**src/rtl/keypad_entry_ctrl_if.sv**
```systemverilog
// Selection handshake between the keypad entry controller and the vending FSM.
// The master offers a BCD selection with sel_valid and holds sel_code until sel_ready.
interface keypad_entry_ctrl_if;
  logic [7:0] sel_code;
  logic       sel_valid;
  logic       sel_ready;

  modport master (output sel_code, output sel_valid, input sel_ready);
  modport slave  (input sel_code, input sel_valid, output sel_ready);
endinterface

```
**src/rtl/keypad_entry_ctrl.sv**
```systemverilog
// Scans and debounces the 4x4 keypad, then assembles a two-digit BCD selection
// that is offered to the vending FSM over a valid/ready handshake.
module keypad_entry_ctrl #(
  parameter int SCAN_MS    = 4,
  parameter int DEBOUNCE   = 3,
  parameter int TIMEOUT_MS = 5000
) (
  input  logic                       clk_1ms,
  input  logic                       rst_n,
  input  logic [3:0]                 row,
  output logic [3:0]                 col,
  keypad_entry_ctrl_if.master        sel,
  output logic [7:0]                 entry,
  output logic [1:0]                 digit_cnt,
  output logic                       cancel_pulse,
  output logic                       err_pulse
);

  typedef enum logic [1:0] {FRAME_NONE, FRAME_KEY, FRAME_MULTI} frame_t;
  typedef enum logic [1:0] {IDLE, ONE, TWO, HOLD} state_t;

  localparam logic [7:0]  SCAN_LAST  = 8'(SCAN_MS - 1);
  localparam logic [3:0]  DEB        = 4'(DEBOUNCE);
  localparam logic [15:0] TIMER_LAST = 16'(TIMEOUT_MS - 1);
  localparam logic [3:0]  KEY_A      = 4'hA;
  localparam logic [3:0]  KEY_C      = 4'hC;

  logic [7:0]  scan_cnt;
  logic [1:0]  col_idx;
  logic        sample, frame_end;
  logic [1:0]  acc_cnt, tot_cnt;
  logic [3:0]  acc_key, cur_key, tot_key;
  logic [2:0]  cur_cnt;
  logic [3:0]  cnt_sum;
  frame_t      frame_res;

  logic [3:0]  last_key, key_cnt, none_cnt, key_cnt_next, none_cnt_next;
  logic        released, key_event;
  logic [3:0]  event_key;
  logic        ev_digit;

  state_t      state_q, state_d;
  logic [7:0]  entry_q, entry_d, sel_code_q, sel_code_d;
  logic [15:0] timer_q, timer_d;
  logic        cancel_q, cancel_d, err_q, err_d;

  function automatic logic [3:0] decode_key(input logic [1:0] idx, input logic [3:0] r);
    logic [1:0] rsel;
    logic [3:0] k;
    if (!r[3])      rsel = 2'd3;
    else if (!r[2]) rsel = 2'd2;
    else if (!r[1]) rsel = 2'd1;
    else            rsel = 2'd0;
    case ({idx, rsel})
      4'b00_11: k = 4'hD;  4'b00_10: k = 4'hC;  4'b00_01: k = 4'hB;  4'b00_00: k = 4'hA;
      4'b01_11: k = 4'hE;  4'b01_10: k = 4'h9;  4'b01_01: k = 4'h6;  4'b01_00: k = 4'h3;
      4'b10_11: k = 4'hF;  4'b10_10: k = 4'h8;  4'b10_01: k = 4'h5;  4'b10_00: k = 4'h2;
      4'b11_11: k = 4'h0;  4'b11_10: k = 4'h7;  4'b11_01: k = 4'h4;  default:  k = 4'h1;
    endcase
    return k;
  endfunction

  assign sample    = (scan_cnt == SCAN_LAST);
  assign frame_end = sample && (col_idx == 2'd3);
  assign col       = ~(4'b1000 >> col_idx);

  // A frame is one key only if exactly one row bit was low across all four columns.
  always_comb begin
    cur_cnt   = {2'b00, ~row[0]} + {2'b00, ~row[1]} + {2'b00, ~row[2]} + {2'b00, ~row[3]};
    cur_key   = decode_key(col_idx, row);
    cnt_sum   = {2'b00, acc_cnt} + {1'b0, cur_cnt};
    tot_cnt   = (cnt_sum >= 4'd2) ? 2'd2 : cnt_sum[1:0];
    tot_key   = (cur_cnt == 3'd1) ? cur_key : acc_key;
    frame_res = (tot_cnt == 2'd0) ? FRAME_NONE : (tot_cnt == 2'd1) ? FRAME_KEY : FRAME_MULTI;
    key_cnt_next  = 4'd1;
    if (tot_key == last_key && key_cnt != 4'd0)
      key_cnt_next = (key_cnt == 4'hF) ? 4'hF : key_cnt + 4'd1;
    none_cnt_next = (none_cnt == 4'hF) ? 4'hF : none_cnt + 4'd1;
  end

  always_ff @(posedge clk_1ms or negedge rst_n) begin
    if (!rst_n) begin
      scan_cnt <= '0;
      col_idx  <= '0;
      acc_cnt  <= '0;
      acc_key  <= '0;
    end else if (sample) begin
      scan_cnt <= '0;
      col_idx  <= col_idx + 2'd1;
      acc_cnt  <= frame_end ? 2'd0 : tot_cnt;
      acc_key  <= frame_end ? 4'd0 : tot_key;
    end else begin
      scan_cnt <= scan_cnt + 8'd1;
    end
  end

  always_ff @(posedge clk_1ms or negedge rst_n) begin
    if (!rst_n) begin
      last_key  <= '0;
      key_cnt   <= '0;
      none_cnt  <= '0;
      released  <= 1'b1;
      key_event <= 1'b0;
      event_key <= '0;
    end else begin
      key_event <= 1'b0;
      if (frame_end) begin
        case (frame_res)
          FRAME_NONE: begin
            key_cnt  <= '0;
            none_cnt <= none_cnt_next;
            if (none_cnt_next >= DEB) released <= 1'b1;
          end
          FRAME_KEY: begin
            none_cnt <= '0;
            key_cnt  <= key_cnt_next;
            last_key <= tot_key;
            if (released && key_cnt_next >= DEB) begin
              key_event <= 1'b1;
              event_key <= tot_key;
              released  <= 1'b0;
            end
          end
          default: begin
            key_cnt  <= '0;
            none_cnt <= '0;
          end
        endcase
      end
    end
  end

  assign ev_digit = (event_key <= 4'd9);

  // A key event always takes priority over timeout expiry and restarts the timer.
  always_comb begin
    state_d    = state_q;
    entry_d    = entry_q;
    sel_code_d = sel_code_q;
    timer_d    = timer_q;
    cancel_d   = 1'b0;
    err_d      = 1'b0;
    case (state_q)
      IDLE: begin
        timer_d = '0;
        if (key_event) begin
          if (ev_digit) begin
            entry_d = {4'h0, event_key};
            state_d = ONE;
          end else if (event_key == KEY_A) begin
            err_d = 1'b1;
          end
        end
      end
      ONE, TWO: begin
        timer_d = timer_q + 16'd1;
        if (key_event) begin
          timer_d = '0;
          if (ev_digit) begin
            if (state_q == ONE) begin
              entry_d = {entry_q[3:0], event_key};
              state_d = TWO;
            end else begin
              err_d = 1'b1;
            end
          end else if (event_key == KEY_A) begin
            if (state_q == TWO && entry_q != 8'h00) begin
              state_d    = HOLD;
              sel_code_d = entry_q;
            end else begin
              err_d = 1'b1;
            end
          end else if (event_key == KEY_C) begin
            state_d  = IDLE;
            entry_d  = 8'h00;
            cancel_d = 1'b1;
          end
        end else if (timer_q == TIMER_LAST) begin
          state_d  = IDLE;
          entry_d  = 8'h00;
          timer_d  = '0;
          cancel_d = 1'b1;
        end
      end
      default: begin
        timer_d = '0;
        if (sel.sel_ready) begin
          state_d = IDLE;
          entry_d = 8'h00;
        end
      end
    endcase
  end

  always_ff @(posedge clk_1ms or negedge rst_n) begin
    if (!rst_n) begin
      state_q    <= IDLE;
      entry_q    <= '0;
      sel_code_q <= '0;
      timer_q    <= '0;
      cancel_q   <= 1'b0;
      err_q      <= 1'b0;
    end else begin
      state_q    <= state_d;
      entry_q    <= entry_d;
      sel_code_q <= sel_code_d;
      timer_q    <= timer_d;
      cancel_q   <= cancel_d;
      err_q      <= err_d;
    end
  end

  assign sel.sel_valid = (state_q == HOLD);
  assign sel.sel_code  = sel_code_q;
  assign entry         = entry_q;
  assign cancel_pulse  = cancel_q;
  assign err_pulse     = err_q;
  assign digit_cnt     = (state_q == IDLE) ? 2'd0 : (state_q == ONE) ? 2'd1 : 2'd2;

endmodule
```
**src/flat_wrapper.sv**
```systemverilog
// flat-port wrapper written by rule: the top's interface ports become plain ports
module keypad_entry_ctrl_flat 
#(
  parameter int SCAN_MS    = 4,
  parameter int DEBOUNCE   = 3,
  parameter int TIMEOUT_MS = 5000
)
  (clk_1ms, rst_n, row, col, entry, digit_cnt, cancel_pulse, err_pulse, sel_sel_code, sel_sel_valid, sel_sel_ready);
  keypad_entry_ctrl_if sel_i ();
  input  logic clk_1ms;
  input  logic rst_n;
  input  logic [3:0] row;
  output logic [3:0] col;
  output logic [7:0] entry;
  output logic [1:0] digit_cnt;
  output logic cancel_pulse;
  output logic err_pulse;
  output wire logic [$bits(sel_i.sel_code)-1:0] sel_sel_code;
  output wire logic [$bits(sel_i.sel_valid)-1:0] sel_sel_valid;
  input wire logic [$bits(sel_i.sel_ready)-1:0] sel_sel_ready;
  assign sel_sel_code = sel_i.sel_code;
  assign sel_sel_valid = sel_i.sel_valid;
  assign sel_i.sel_ready = sel_sel_ready;
  keypad_entry_ctrl #(.SCAN_MS(SCAN_MS), .DEBOUNCE(DEBOUNCE), .TIMEOUT_MS(TIMEOUT_MS)) u_core (.clk_1ms(clk_1ms), .rst_n(rst_n), .row(row), .col(col), .sel(sel_i), .entry(entry), .digit_cnt(digit_cnt), .cancel_pulse(cancel_pulse), .err_pulse(err_pulse));
endmodule
```
**config.mk**
```make
export PLATFORM = sky130hd
export DESIGN_NAME = keypad_entry_ctrl_flat
export DESIGN_NICKNAME = d
export VERILOG_FILES = /design/src/rtl/keypad_entry_ctrl_if.sv /design/src/rtl/keypad_entry_ctrl.sv /design/src/flat_wrapper.sv
export SDC_FILE = /design/constraint.sdc
export NUM_CORES = 1
export LEC_CHECK = 0
export ABC_AREA = 1
export BUFFER_PORTS_ARGS = -buffer_cell sky130_fd_sc_hd__buf_2
export CORE_AREA = 2 2 110 112
export CTS_CLUSTER_DIAMETER = 150
export DETAILED_ROUTE_END_ITERATION = 16
export DIE_AREA = 0 0 112 114
export PLACE_DENSITY = 0.52
export SYNTH_ARGS = -nofsm -noshare
export SYNTH_HDL_FRONTEND = slang
export SYNTH_SLANG_ARGS = --single-unit
```
**constraint.sdc**
```tcl
create_clock -name clk_1ms -period 6.6 [get_ports clk_1ms]
set_clock_uncertainty 0.2 [all_clocks]
set_input_delay 0.66 -clock clk_1ms [delete_from_list [all_inputs] [get_ports clk_1ms]]
set_output_delay 0.66 -clock clk_1ms [all_outputs]
set_load 0.1 [all_outputs]
```
== Word level (Yosys, flattened, before mapping) ==
Memory sizes are Yosys's and may differ from the RTL's.
Cells that the tools add are included.
Word-level totals
  input bits: 7
  memory bits (read-only): 64
  bits in registers: 70
  word-level logic and storage cells: 141
  memories kept: 1
  output and inout port bits: 25
Memories
  (name not given): depth 16, width 4, read ports 1, clocked after memory_dff 0, wr ports 0, line keypad_entry_ctrl.sv:54  | case ({idx, rsel})
Operators by class
  bitwise gates (word level): 6
  shifts and indexed selects: 1
  reduce and logical (&&, ||, !) cells: 18
  equality and inequality tests: 24
  add/sub/neg operators: 9
  order comparisons: 4
  multiplexer cells: 62
Operators with widths (number)
  $mux 8: 10
  $mux 16: 3
  $mux 2: 18
  $mux 4: 7
  $mux 1: 20
  $add 16x1->16 const B: 1
  $eq 16x13->1 const B: 1
  $eq 4x4->1 const B: 4
  $pmux 8 s2: 1
  $reduce_and 7->1: 2
  $ge 4x2->1 const B: 3
  $ne 4x4->1 const B: 3
  $ne 5x5->1 const B: 2
  $add 4x1->4 const B: 2
  $add 8x1->8 const B: 1
  $eq 8x2->1 const B: 1
  $ne 2x1->1 const B: 4
  $reduce_bool 8->1: 1
  $add 3x1->3: 2
  $eq 2x1->1 const B: 3
  $eq 2x2->1 const B: 3
  $logic_not 2->1: 3
  $not 1->1: 5
  $reduce_and 5->1: 1
  other kinds (19): 23

== Longest topological paths before layout ==
Gate-level depths: netlist of run 1.
  depth after elaboration: 14
  mapped depth: 20
  gate-level depth less buffers: 20

== Worst setup path after synthesis of run 1 ==
Ideal clock, no wire load.
  path kind: input port to flip-flop
  start point: input row[0]
  end point: register u_core.event_key[3]
  setup slack: 3184 ps
  buffers on the path: 0
  setup time: 119 ps
  cell stages on the path: 15
  data arrival time: 3097 ps
  data required time: 6281 ps
  cells stage by stage: inv_1 ha_1 fa_1 ha_1 inv_1 fa_1 nor3_1 a22o_2 nand2_1 nor2_4 nand2_4 nor2_8 nand2_4 nand2_1 o21ai_2
Between the ends
  longest elaborated chain between the ends: 12
  elaborated cells on any way between the ends: 20
  classes of those cells: add/sub: 4; order compare: 2; eq/ne: 4; mux: 5; bitwise: 1; reduce/logical: 4
Ends and longest elaborated chain
  from (decl): line flat_wrapper.sv:12  | input logic [3:0] row;
  $not 1->1 (*): line keypad_entry_ctrl.sv:69  | cur_cnt = {2'b00, ~row[0]} + {2'b00, ~row[1]} + {2'b00, ~row[2]} + {2'b00, ~row[3]};
  $add 1x1->2 (*): line keypad_entry_ctrl.sv:69
  $add 3x1->3 (*) (2 in series): line keypad_entry_ctrl.sv:69
  $add 2x3->4 / $eq 3x1->1 (equally long branches): line keypad_entry_ctrl.sv:71, keypad_entry_ctrl.sv:73
  $ge 4x2->1 / $mux 4 (equally long branches): line keypad_entry_ctrl.sv:72, keypad_entry_ctrl.sv:73
  $mux 2 / $eq 4x4->1 (equally long branches): line keypad_entry_ctrl.sv:72, keypad_entry_ctrl.sv:76
  $eq 2x1->1 / $logic_and 1x1->1 (equally long branches): line keypad_entry_ctrl.sv:74, keypad_entry_ctrl.sv:76
  $mux 2 / $mux 4 (equally long branches): line keypad_entry_ctrl.sv:74, keypad_entry_ctrl.sv:76
  $mux 2 / $ge 4x2->1 (equally long branches): line keypad_entry_ctrl.sv:74, keypad_entry_ctrl.sv:118
  $eq 2x1->1 / $logic_and 1x1->1 (equally long branches): line keypad_entry_ctrl.sv:108, keypad_entry_ctrl.sv:118
  $reduce_and 3->1 (no line)
  to (signal assigned): line keypad_entry_ctrl.sv:120  | event_key <= tot_key;
  to (decl): line keypad_entry_ctrl.sv:39  | logic [3:0] event_key;
Every way passes the cells marked *; elsewhere a longest branch is shown, timed or not.
A chain may end at the register's enable or synchronous reset.

== Worst setup path in the final report of run 1 ==
  start point: input row[1]
  end point: register u_core.event_key[3]
Between the ends
  longest elaborated chain between the ends: 12
  elaborated cells on any way between the ends: 24
  classes of those cells: add/sub: 4; order compare: 2; eq/ne: 4; mux: 8; bitwise: 1; reduce/logical: 4; memory: 1
Ends and longest elaborated chain (line)
  $not 1->1: keypad_entry_ctrl.sv:69
  $add 1x1->2: keypad_entry_ctrl.sv:69
  $add 3x1->3 (2 in series): keypad_entry_ctrl.sv:69
  $add 2x3->4 / $eq 3x1->1 (equally long branches): keypad_entry_ctrl.sv:71, keypad_entry_ctrl.sv:73
  $ge 4x2->1 / $mux 4 (equally long branches): keypad_entry_ctrl.sv:72, keypad_entry_ctrl.sv:73
  $mux 2 / $eq 4x4->1 (equally long branches): keypad_entry_ctrl.sv:72, keypad_entry_ctrl.sv:76
  $eq 2x1->1 / $logic_and 1x1->1 (equally long branches): keypad_entry_ctrl.sv:74, keypad_entry_ctrl.sv:76
  $mux 2 / $mux 4 (equally long branches): keypad_entry_ctrl.sv:74, keypad_entry_ctrl.sv:76
  $mux 2 / $ge 4x2->1 (equally long branches): keypad_entry_ctrl.sv:74, keypad_entry_ctrl.sv:118
  $eq 2x1->1 / $logic_and 1x1->1 (equally long branches): keypad_entry_ctrl.sv:108, keypad_entry_ctrl.sv:118
  $reduce_and 3->1 (no line)
Parallel ways exist; a longest one is shown, timed or not.

==> qor.yml, run 1 <==
cp_slowest_cell: "fa_1"
post_synth.cell_area_avg_um2: 8.430
grt_pass1_wl_mm: 14.10
ios: 32
grt_usage_pct: 13.39
fmax_mhz: 292.5
synth_area_leaders: "dfrtp_1 (43%), nand2_1 (8.7%), inv_1 (7.5%)"
wl_mm: 7.720
gr-total-overflow: 0
async_flop_share_pct: 100.0
numCtsBuffers: 9
start_kind: "primary input"
via_per_inst: 4.656
cts_resized: 0
vias: 3096
fillerInstances: 1178
n_antenna_cell: 0
placedCellCount: 649
grt_pass1_vias: 3049
finalCriticalPeriod_ns: 3.419
cellLeakagePower_nw: 2.309
portBuffers: 31
netlist_instances: 472
antenna_left: 0
criticalPathCategory: "primary input to flip-flop"
antenna_found_initial: 0
ys_seq_elements: 70
finalSetupTns_ns: 0
remaining_drc_errors: 0
layout.nets: 542
syn_nets: 501
setup-violations-final: 0
die-area_mm2: 0.01277
finalMaxSlewViolations: 0
cp-end-kind: "flip-flop"
hold_viol_final: 0
clock_latency_ns: 0.33
rsz0062_at_grt: "false"
cts_setup_buffers: 0
maxCapViolations: 0
cts_buffer_depth: 2
yosysWarnings: 0
worstPathMaxFanout: 13
status: "complete, no violations"
cts-root-buf: "clkbuf_16"
layout_common_cells: "nand2_1 (92), inv_1 (80), dfrtp_1 (69)"
yosys.area.top_type_share_pct: 43.40
synth-edff-count: 0
vdd_ir_drop_max_mv: 0.2059
cts.sinks: 70
yosysUniqueCellTypes: 46
core_area_mm2: 0.01171
cp_cell_sequence: "buf_2 > inv_1 > ha_1 > fa_1 > ha_1 > inv_1 > fa_1 > nor3_1 > a22o_2 > nand2_1 > nor2_4 > nand2_4 > nor2_8 > nand2_4 > nand2_1 > o21ai_2"
drt_iter0_drc: 153
arrival_ns: 3.44
dp_hpwl_mm: 5.631
synth-seq-area-share_pct: 44.06
die_h_um: 114
wl_per_cell_um: 11.61
clk_pin_slew_ns: 0.06
critical_path_buf_inv_count: 3
tightest_slew_ns: 0.8757
start_util_pct: 33.97
drt-pass1-iter-count: 4
gp_congestion: 0.8356
slew_headroom_pct: 41.62
p_per_area_mw_per_mm2: 302.8
hold_buffers: 0
hp-class: "flip-flop to flip-flop"
required_ns: 6.62
timing.final.crit_share_pct: 51.80
crit_family: "adder cells"
area_delta_synth_final_pct: 16.64
layout.cells.non_filler: 665
h-tree-depth: 3
hold-worst-slack_ns: 0.2561
ys.flop_type: "dfrtp_1"
std_cell_rows: 40
synth_area_mm2: 0.003979
cpPeakStageDelay_ns: 0.40
drive_above_1_share_pct: 19.31
cts_tree: "done"
synth_top_cell_by_area: "dfrtp_1"
die_w_um: 112
final_common_cell: "nand2_1"
grt_max_degree: 71
per-stage QoR:
step | worst slack [ns] | instance area (um^2) | total power [mW] | util (%)
after floorplan | 3.184 | 3979 | 0.7961 | -
after global placement | 2.928 | 4310 | 0.8737 | 36.81
after CTS | 3.169 | 4641 | 1.423 | 39.63
final | 3.181 | 4641 | 1.405 | 39.63
after global routing | 2.967 | 4641 | 1.492 | 39.63
after detailed placement | 2.832 | 4310 | 0.8804 | 36.81
power breakdown:
group	internal, mW	total (mW)	switching, mW
registers	0.467	0.503	0.0360
clock network	0.337	0.534	0.197
logic	0.0860	0.368	0.282
layout make-up:
| cell class | count | area (um^2) | area share [%] |
|---|---|---|---|
| clock inverter | 7 | 105.1 | 2.265 |
| inverter | 88 | 330.3 | 7.118 |
| sequential | 70 | 1753 | 37.77 |
| tap | 147 | 183.9 | 3.963 |
| timing repair buffer | 32 | 162.7 | 3.505 |
| clock buffer | 9 | 225.2 | 4.853 |
| multi-input combinational | 312 | 1881 | 40.52 |
synthesized netlist by cell type (2+ instances only):
master,instances
nand2_1,92
inv_1,80
dfrtp_1,69
nand3_1,35
o21ai_0,33
nor2_1,25
ha_1,20
nor3_1,13
a21oi_1,11
inv_2,8
mux2_2,8
o22ai_1,6
nand2_2,5
nand3_2,5
nand4_1,5
nor2_2,5
o21ai_1,5
nand2_4,4
nor3_2,4
nor4_1,4
a211oi_1,3
xor2_1,3
fa_1,2
nor2_4,2
nor3b_1,2
o211ai_1,2
or2_2,2
per-layer routing:
metal  up-vias  global-route usage, %  routed length, um
met4         0                  4.472                 74
met3         8                  3.507                303
met5         -                      0                  0
met2        53                  20.93               3479
met1      1412                  18.19               3864
li1       1623                      -                  -
registers in the layout, indices dropped and copies added (netlist names), 4 cells and up:
register and flops:
u_core.timer_q 16, u_core.entry 8, u_core.scan_cnt 8, u_core.sel.sel_code 8, u_core.acc_key 4, u_core.event_key 4, u_core.key_cnt 4, u_core.last_key 4
u_core.none_cnt 4
path summary, 6_finish.rpt:
check	from	to	slack (ns)	cells past startpoint
max	row[1]	u_core.event_key[3]	3.18	16
min	u_core.scan_cnt[0]	u_core.scan_cnt[0]	0.26	1
max reg2reg	u_core.timer_q[0]	u_core.entry[2]	4.19	9
min reg2reg	u_core.scan_cnt[0]	u_core.scan_cnt[0]	0.26	1
max in group asynchronous	rst_n	u_core.last_key[2]	5.30	2
min in group asynchronous	rst_n	u_core.timer_q[8]	0.32	2
cells by family after synthesis:
kind of cell             synth area share (%)
AND/OR/NAND/NOR                         26.86
multiplexers                            2.264
AO/OA/AOI/OAI                           10.19
adder cells (fa/ha/maj)                 7.296
flip-flops                              44.06
XOR/XNOR                               0.6605
buffers and inverters                   8.679
Note: power is estimated with default switching activity, not from simulation.
==> run 2, diff against run 1 <==
- PLACE_DENSITY: 0.52 -> 0.54
- clock period: 6.6 -> 3 ns (I/O delays scaled with it)
==> run 2 against run 1 <==
  * Design area increased by 2.0%
  * Non-clock buffer count increased by 13
  * Cell count rose by 2.0%
  * Clock-buffer cell count unchanged
  * Critical path depth is the same
  * Sequential cell count unchanged
  * Core utilization grew 0.79 points
  * First-iteration DRC count rose by 4.6%
  * Global-route usage is 0.22 points higher
  * Worst hold slack improved by 0.0029 ns
  * Highest routed layer unchanged
==> qor.yml, run 2 (synthesized netlist as in run 1, its figures left out) <==
hp-class: "flip-flop to flip-flop"  # unchanged
clock_latency_ns: 0.33  # about the same
swShare_pct: 36.89  # was 36.68%
vdd_ir_drop_max_mv: 0.6413  # was 0.2059 mV
crit_family: "adder cells"  # unchanged
die-area_mm2: 0.01277  # unchanged
cp_slowest_cell: "fa_2"  # was fa_1
cp-end-kind: "flip-flop"  # unchanged
pwr-share-comb_pct: 28.1  # was 26.2%
timing.final.crit_share_pct: 92.28
clk_pin_slew_ns: 0.05  # was 0.06 ns
required_ns: 3.02  # was 6.62 ns
placedCellCount: 661  # was 649
cp_cell_sequence: "buf_2 > inv_1 > ha_1 > fa_2 > ha_1 > inv_1 > fa_1 > nor3_2 > a22o_2 > nand2_1 > nor2_4 > nand2_4 > nor2_8 > nand2_4 > nand2_1 > o21ai_2"  # was buf_2 > inv_1 > ha_1 > fa_1 > ha_1 > inv_1 > fa_1 > nor3_1 > a22o_2 > nand2_1 > nor2_4 > nand2_4 > nor2_8 > nand2_4 > nand2_1 > o21ai_2
p_seq_share_pct: 37.2  # was 35.8%
fmax_mhz: 361.2
cpPeakStageDelay_ns: 0.54  # was 0.40 ns
p_per_area_mw_per_mm2: 630.0  # was 302.8 mW/mm^2
antenna_left: 0  # unchanged
worstPathMaxFanout: 6  # was 13
layout_common_cells: "nand2_1 (92), inv_1 (80), dfrtp_1 (69)"  # unchanged
drt_iter0_drc: 160  # was 153
finalSetupTns_ns: 0  # unchanged
vias: 3168  # was 3096
cts_setup_buffers: 0  # unchanged
wl_per_cell_um: 11.56  # was 11.61 um
grt_pass1_wl_mm: 14.21  # was 14.10 mm
gr-total-overflow: 0  # unchanged
tightest_slew_ns: 0.4899  # was 0.8757 ns
start_kind: "primary input"  # unchanged
cts-root-buf: "clkbuf_16"  # unchanged
area_delta_synth_final_pct: 18.96  # was 16.64%
std_cell_rows: 40  # unchanged
p_sw_mw: 1.100  # was 0.5154 mW
drive_above_1_share_pct: 21.66  # was 19.31%
status: "complete, no violations"  # unchanged
dp_hpwl_mm: 5.761  # was 5.631 mm
wl_mm: 7.839  # was 7.720 mm
via_per_inst: 4.673  # was 4.656
start_util_pct: 33.97  # unchanged
cts_tree: "done"  # unchanged
final_common_cell: "nand2_1"  # unchanged
top_register: "u_core.timer_q"  # unchanged
antenna_found_initial: 0  # unchanged
dp_slack_ns: -0.1392  # was 2.832 ns
numCtsBuffers: 9  # unchanged
portBuffers: 31  # unchanged
hold_viol_final: 0  # unchanged
internal_power_mw: 1.882  # was 0.8899 mW
p_clk_share_pct: 34.7  # was 38.0%
h-tree-depth: 3  # unchanged
setup-violations-final: 0  # unchanged
slew_headroom_pct: 67.56  # was 41.62%
fin_ws_ns: 0.2315  # was 3.181 ns
ios: 32  # unchanged
core_area_mm2: 0.01171  # unchanged
grt_max_degree: 71  # unchanged
die_h_um: 114  # unchanged
n_antenna_cell: 0  # unchanged
gp_congestion: 0.8699  # was 0.8356
largest_register_ffs: 16  # unchanged
maxCapViolations: 0  # unchanged
fin_util_pct: 40.42  # was 39.63%
layout.nets: 555  # was 542
grt_usage_pct: 13.61  # was 13.39%
rsz0062_at_grt: "false"  # unchanged
finalMaxSlewViolations: 0  # unchanged
remaining_drc_errors: 0  # unchanged
layout.cells.non_filler: 678  # was 665
cts_buffer_depth: 2  # unchanged
die_w_um: 112  # unchanged
criticalPathCategory: "primary input to flip-flop"  # unchanged
cts.sinks: 70  # unchanged
arrival_ns: 2.79  # was 3.44 ns
grt_pass1_vias: 3166  # was 3049
critical_path_buf_inv_count: 3  # unchanged
finalCriticalPeriod_ns: 2.769
drt-pass1-iter-count: 4  # unchanged
finalPower_mw: 2.982  # was 1.405 mW
cellLeakagePower_nw: 2.359  # was 2.309 nW
## run 2: layer usage
layer,vias to the layer above,wire length [um],GRT usage [%]
met4,0,174,7.154
met3,12,264,2.604
met1,1470,3852,17.70
met5,-,0,0
met2,51,3548,21.66
li1,1635,-,-
## run 2: power by group through the flow
stage          sequential [mW]  clock (mW)  combinational [mW]
4_1_cts                   1.11        1.07               0.848
3_3_place_gp              1.12           0               0.835
6_report                  1.11        1.03               0.837
3_5_place_dp              1.13           0               0.845
5_1_grt                   1.12        1.11               0.927
2_1_floorplan             1.25           0               0.508
## run 2: worst paths after layout
path / from / endpoint / slack, ns / cells after the start
setup / recovery: row[1] / u_core.event_key[3] / 0.23 / 16
hold / removal: u_core.scan_cnt[0] / u_core.scan_cnt[0] / 0.26 / 1
setup reg to reg: u_core.acc_cnt[0] / u_core.event_key[3] / 0.80 / 12
hold reg to reg: u_core.scan_cnt[0] / u_core.scan_cnt[0] / 0.26 / 1
max in group asynchronous: rst_n / u_core.released / 1.94 / 3
min in group asynchronous: rst_n / u_core.timer_q[4] / 0.32 / 3
## run 2: layout make-up
| type | instances | area, um^2 |
|---|---|---|
| inverter | 88 | 330.3 |
| multi-input combinational | 312 | 1901 |
| sequential | 70 | 1753 |
| fill | 1209 | 6978 |
| clock inverter | 7 | 65.06 |
| timing repair buffer | 45 | 275.3 |
| tap | 147 | 183.9 |
| clock buffer | 9 | 225.2 |
## run 2: stage by stage
stage                     cell area, um^2  hold WS [ns]
after global placement               4428        0.1583
after floorplan                      3994       -0.1956
final                                4733        0.2589
after global routing                 4733        0.3002
after CTS                            4728        0.2657
after detailed placement             4428        0.1623
## run 2: repair_timing
item,in CTS,in global routing
hold endpoints to repair,69,0
setup endpoints to repair,0,6
hold buffers,1,0
resized for setup,0,1
==> run 3, diff against run 2 <==
- CTS_BUF_LIST: default -> sky130_fd_sc_hd__clkbuf_8
==> run 3 against run 2 <==
  * Sequential cell count did not move
  * Clock-buffer cell count unchanged
  * Sequential share of layout area rose by 0.81 points
  * Core utilization fell by 0.87 points
  * Maximum frequency grew 0.34%
  * Non-clock buffer count unchanged
  * First-iteration DRC count increased by 7.5%
  * Worst hold slack improved by 0.0026 ns
  * Design area decreased by 2.1%
  * Cell count is the same
  * Largest power group unchanged
==> qor.yml, run 3 (synthesized netlist as in run 1, its figures left out) <==
cpPeakStageDelay_ns: 0.54  # about the same
hold_depth: 1  # unchanged
vias: 3181  # was 3168
setup-violations-final: 0  # unchanged
finalSetupTns_ns: 0  # unchanged
cts_tree: "done"  # unchanged
die_w_um: 112  # unchanged
startpoint: "row[1]"  # unchanged
h-tree-depth: 3  # unchanged
worstPathMaxFanout: 6  # unchanged
cellLeakagePower_nw: 2.313  # was 2.359 nW
start_kind: "primary input"  # unchanged
drt-pass1-iter-count: 4  # unchanged
cts_buffer_depth: 2  # unchanged
die_h_um: 114  # unchanged
gp_congestion: 0.8699  # unchanged
tightest_slew_ns: 0.4899  # about the same
wl_per_cell_um: 11.60  # was 11.56 um
hp-class: "flip-flop to flip-flop"  # unchanged
pwr-share-comb_pct: 31.2  # was 28.1%
n_antenna_cell: 0  # unchanged
portBuffers: 31  # unchanged
drive_above_1_share_pct: 21.66  # unchanged
antenna_left: 0  # unchanged
grt_max_degree: 71  # unchanged
min_from: "u_core.scan_cnt[0]"  # unchanged
gr-total-overflow: 0  # unchanged
required_ns: 3.03  # was 3.02 ns
dp_hpwl_mm: 5.761  # unchanged
cp_slowest_cell: "fa_2"  # unchanged
r2r_end: "u_core.state_q[1]"  # was u_core.event_key[3]
p_seq_share_pct: 41.3  # was 37.2%
p_per_area_mw_per_mm2: 579.9  # was 630.0 mW/mm^2
area_delta_synth_final_pct: 16.42  # was 18.96%
layout.nets: 555  # unchanged
criticalPathCategory: "primary input to flip-flop"  # unchanged
grt_pass1_vias: 3158  # was 3166
drt_iter0_drc: 172  # was 160
remaining_drc_errors: 0  # unchanged
hold_viol_final: 0  # unchanged
finalMaxSlewViolations: 0  # unchanged
grt_pass1_wl_mm: 14.17  # was 14.21 mm
numCtsBuffers: 9  # unchanged
slew_headroom_pct: 67.56  # about the same
arrival_ns: 2.79  # about the same
rsz0062_at_grt: "false"  # unchanged
p_sw_mw: 1.065  # was 1.100 mW
std_cell_rows: 40  # unchanged
timing.final.crit_share_pct: 91.97  # was 92.28%
vdd_ir_drop_max_mv: 0.5574  # was 0.6413 mV
swShare_pct: 39.64  # was 36.89%
fmax_mhz: 362.4  # was 361.2 MHz
core_area_mm2: 0.01171  # unchanged
top_register: "u_core.timer_q"  # unchanged
p_clk_share_pct: 27.5  # was 34.7%
final_common_cell: "nand2_1"  # unchanged
largest_register_ffs: 16  # unchanged
finalCriticalPeriod_ns: 2.759  # was 2.769 ns
internal_power_mw: 1.621  # was 1.882 mW
reg2reg_from: "u_core.state_q[1]"  # was u_core.acc_cnt[0]
maxCapViolations: 0  # unchanged
rr_worst_depth: 8  # was 12
status: "complete, no violations"  # unchanged
clk_pin_slew_ns: 0.07  # was 0.05 ns
cp_cell_sequence: "buf_2 > inv_1 > ha_1 > fa_2 > ha_1 > inv_1 > fa_1 > nor3_2 > a22o_2 > nand2_1 > nor2_4 > nand2_4 > nor2_8 > nand2_4 > nand2_1 > o21ai_2"  # unchanged
holdPathEnd: "u_core.scan_cnt[0]"  # unchanged
clock_latency_ns: 0.34  # was 0.33 ns
cts-root-buf: "clkbuf_8"  # was clkbuf_16
r2r_slack_ns: 0.78  # was 0.80 ns
grt_usage_pct: 13.44  # was 13.61%
ios: 32  # unchanged
cts.sinks: 70  # unchanged
via_per_inst: 4.692  # was 4.673
wl_mm: 7.864  # was 7.839 mm
finalPower_mw: 2.686  # was 2.982 mW
start_util_pct: 33.97  # unchanged
antenna_found_initial: 0  # unchanged
die-area_mm2: 0.01277  # unchanged
cp-end-kind: "flip-flop"  # unchanged
layout_common_cells: "nand2_1 (92), inv_1 (80), dfrtp_1 (69)"  # unchanged
[run 3: cell types whose count changed in the layout (fill, tap and decap cells not counted)]
cell       delta
clkbuf_16     -9
clkbuf_8      +9
[run 3: worst max-delay path by stage]
stage / endpoint / slack (ns)
after detailed placement: u_core.event_key[3] / -0.14
after global placement: u_core.event_key[3] / -0.06
after CTS: u_core.last_key[1] / 0.22
after floorplan: u_core.event_key[3] / 0.04
after global routing: u_core.event_key[0] / 0.03
final: u_core.event_key[3] / 0.24
[run 3: worst max-delay path: cells and delay by family]
family,cells,cell delay (ns)
adders and majority gates,4,1.38
buffers and inverters,3,0.19
AOI/OAI and AO/OA,2,0.19
and+or+nand+nor,7,0.73
[run 3: timing repair]
item                       in CTS  in global routing
hold endpoints to repair       69                  0
setup endpoints to repair       0                  4
gates resized for setup         0                  1
hold buffers                    1                  0
buffers inserted                0                  0
[run 3: layer usage]
layer	vias to the layer above	global-route usage [%]	routed length [um]	part of all wire, %
li1	1631	-	-	-
met4	0	6.016	131	1.7
met5	-	0	0	0
met1	1494	17.73	3894	50
met3	9	2.285	245	3.1
met2	47	21.82	3593	46
[run 3: power by group through the flow]
stage          Sequential, mW  Combinational, mW  Clock, mW
2_1_floorplan            1.25              0.508          0
3_3_place_gp             1.12              0.835          0
3_5_place_dp             1.13              0.845          0
4_1_cts                  1.11              0.848      0.773
5_1_grt                  1.12              0.928      0.808
6_report                 1.11              0.839      0.739
[run 3: metrics by stage]
step / std cells / area, um^2 / worst slack [ns] / hold WS, ns / util [%]
after global placement: 661 / 4428 / -0.06082 / 0.1583 / 37.81
after CTS: 678 / 4627 / 0.2239 / 0.2689 / 39.51
after detailed placement: 661 / 4428 / -0.1392 / 0.1623 / 37.81
final: 678 / 4632 / 0.2408 / 0.2615 / 39.55
after floorplan: 472 / 3994 / 0.03565 / -0.1956 / -
after global routing: 678 / 4632 / 0.02730 / 0.3031 / 39.55
[run 3: final cells by class]
cell class | instances | area, um^2
timing repair buffer | 45 | 275.3
clock buffer | 9 | 123.9
fill | 1217 | 7079
inverter | 88 | 330.3
tap | 147 | 183.9
clock inverter | 7 | 65.06
sequential | 70 | 1753
multi-input combinational | 312 | 1901
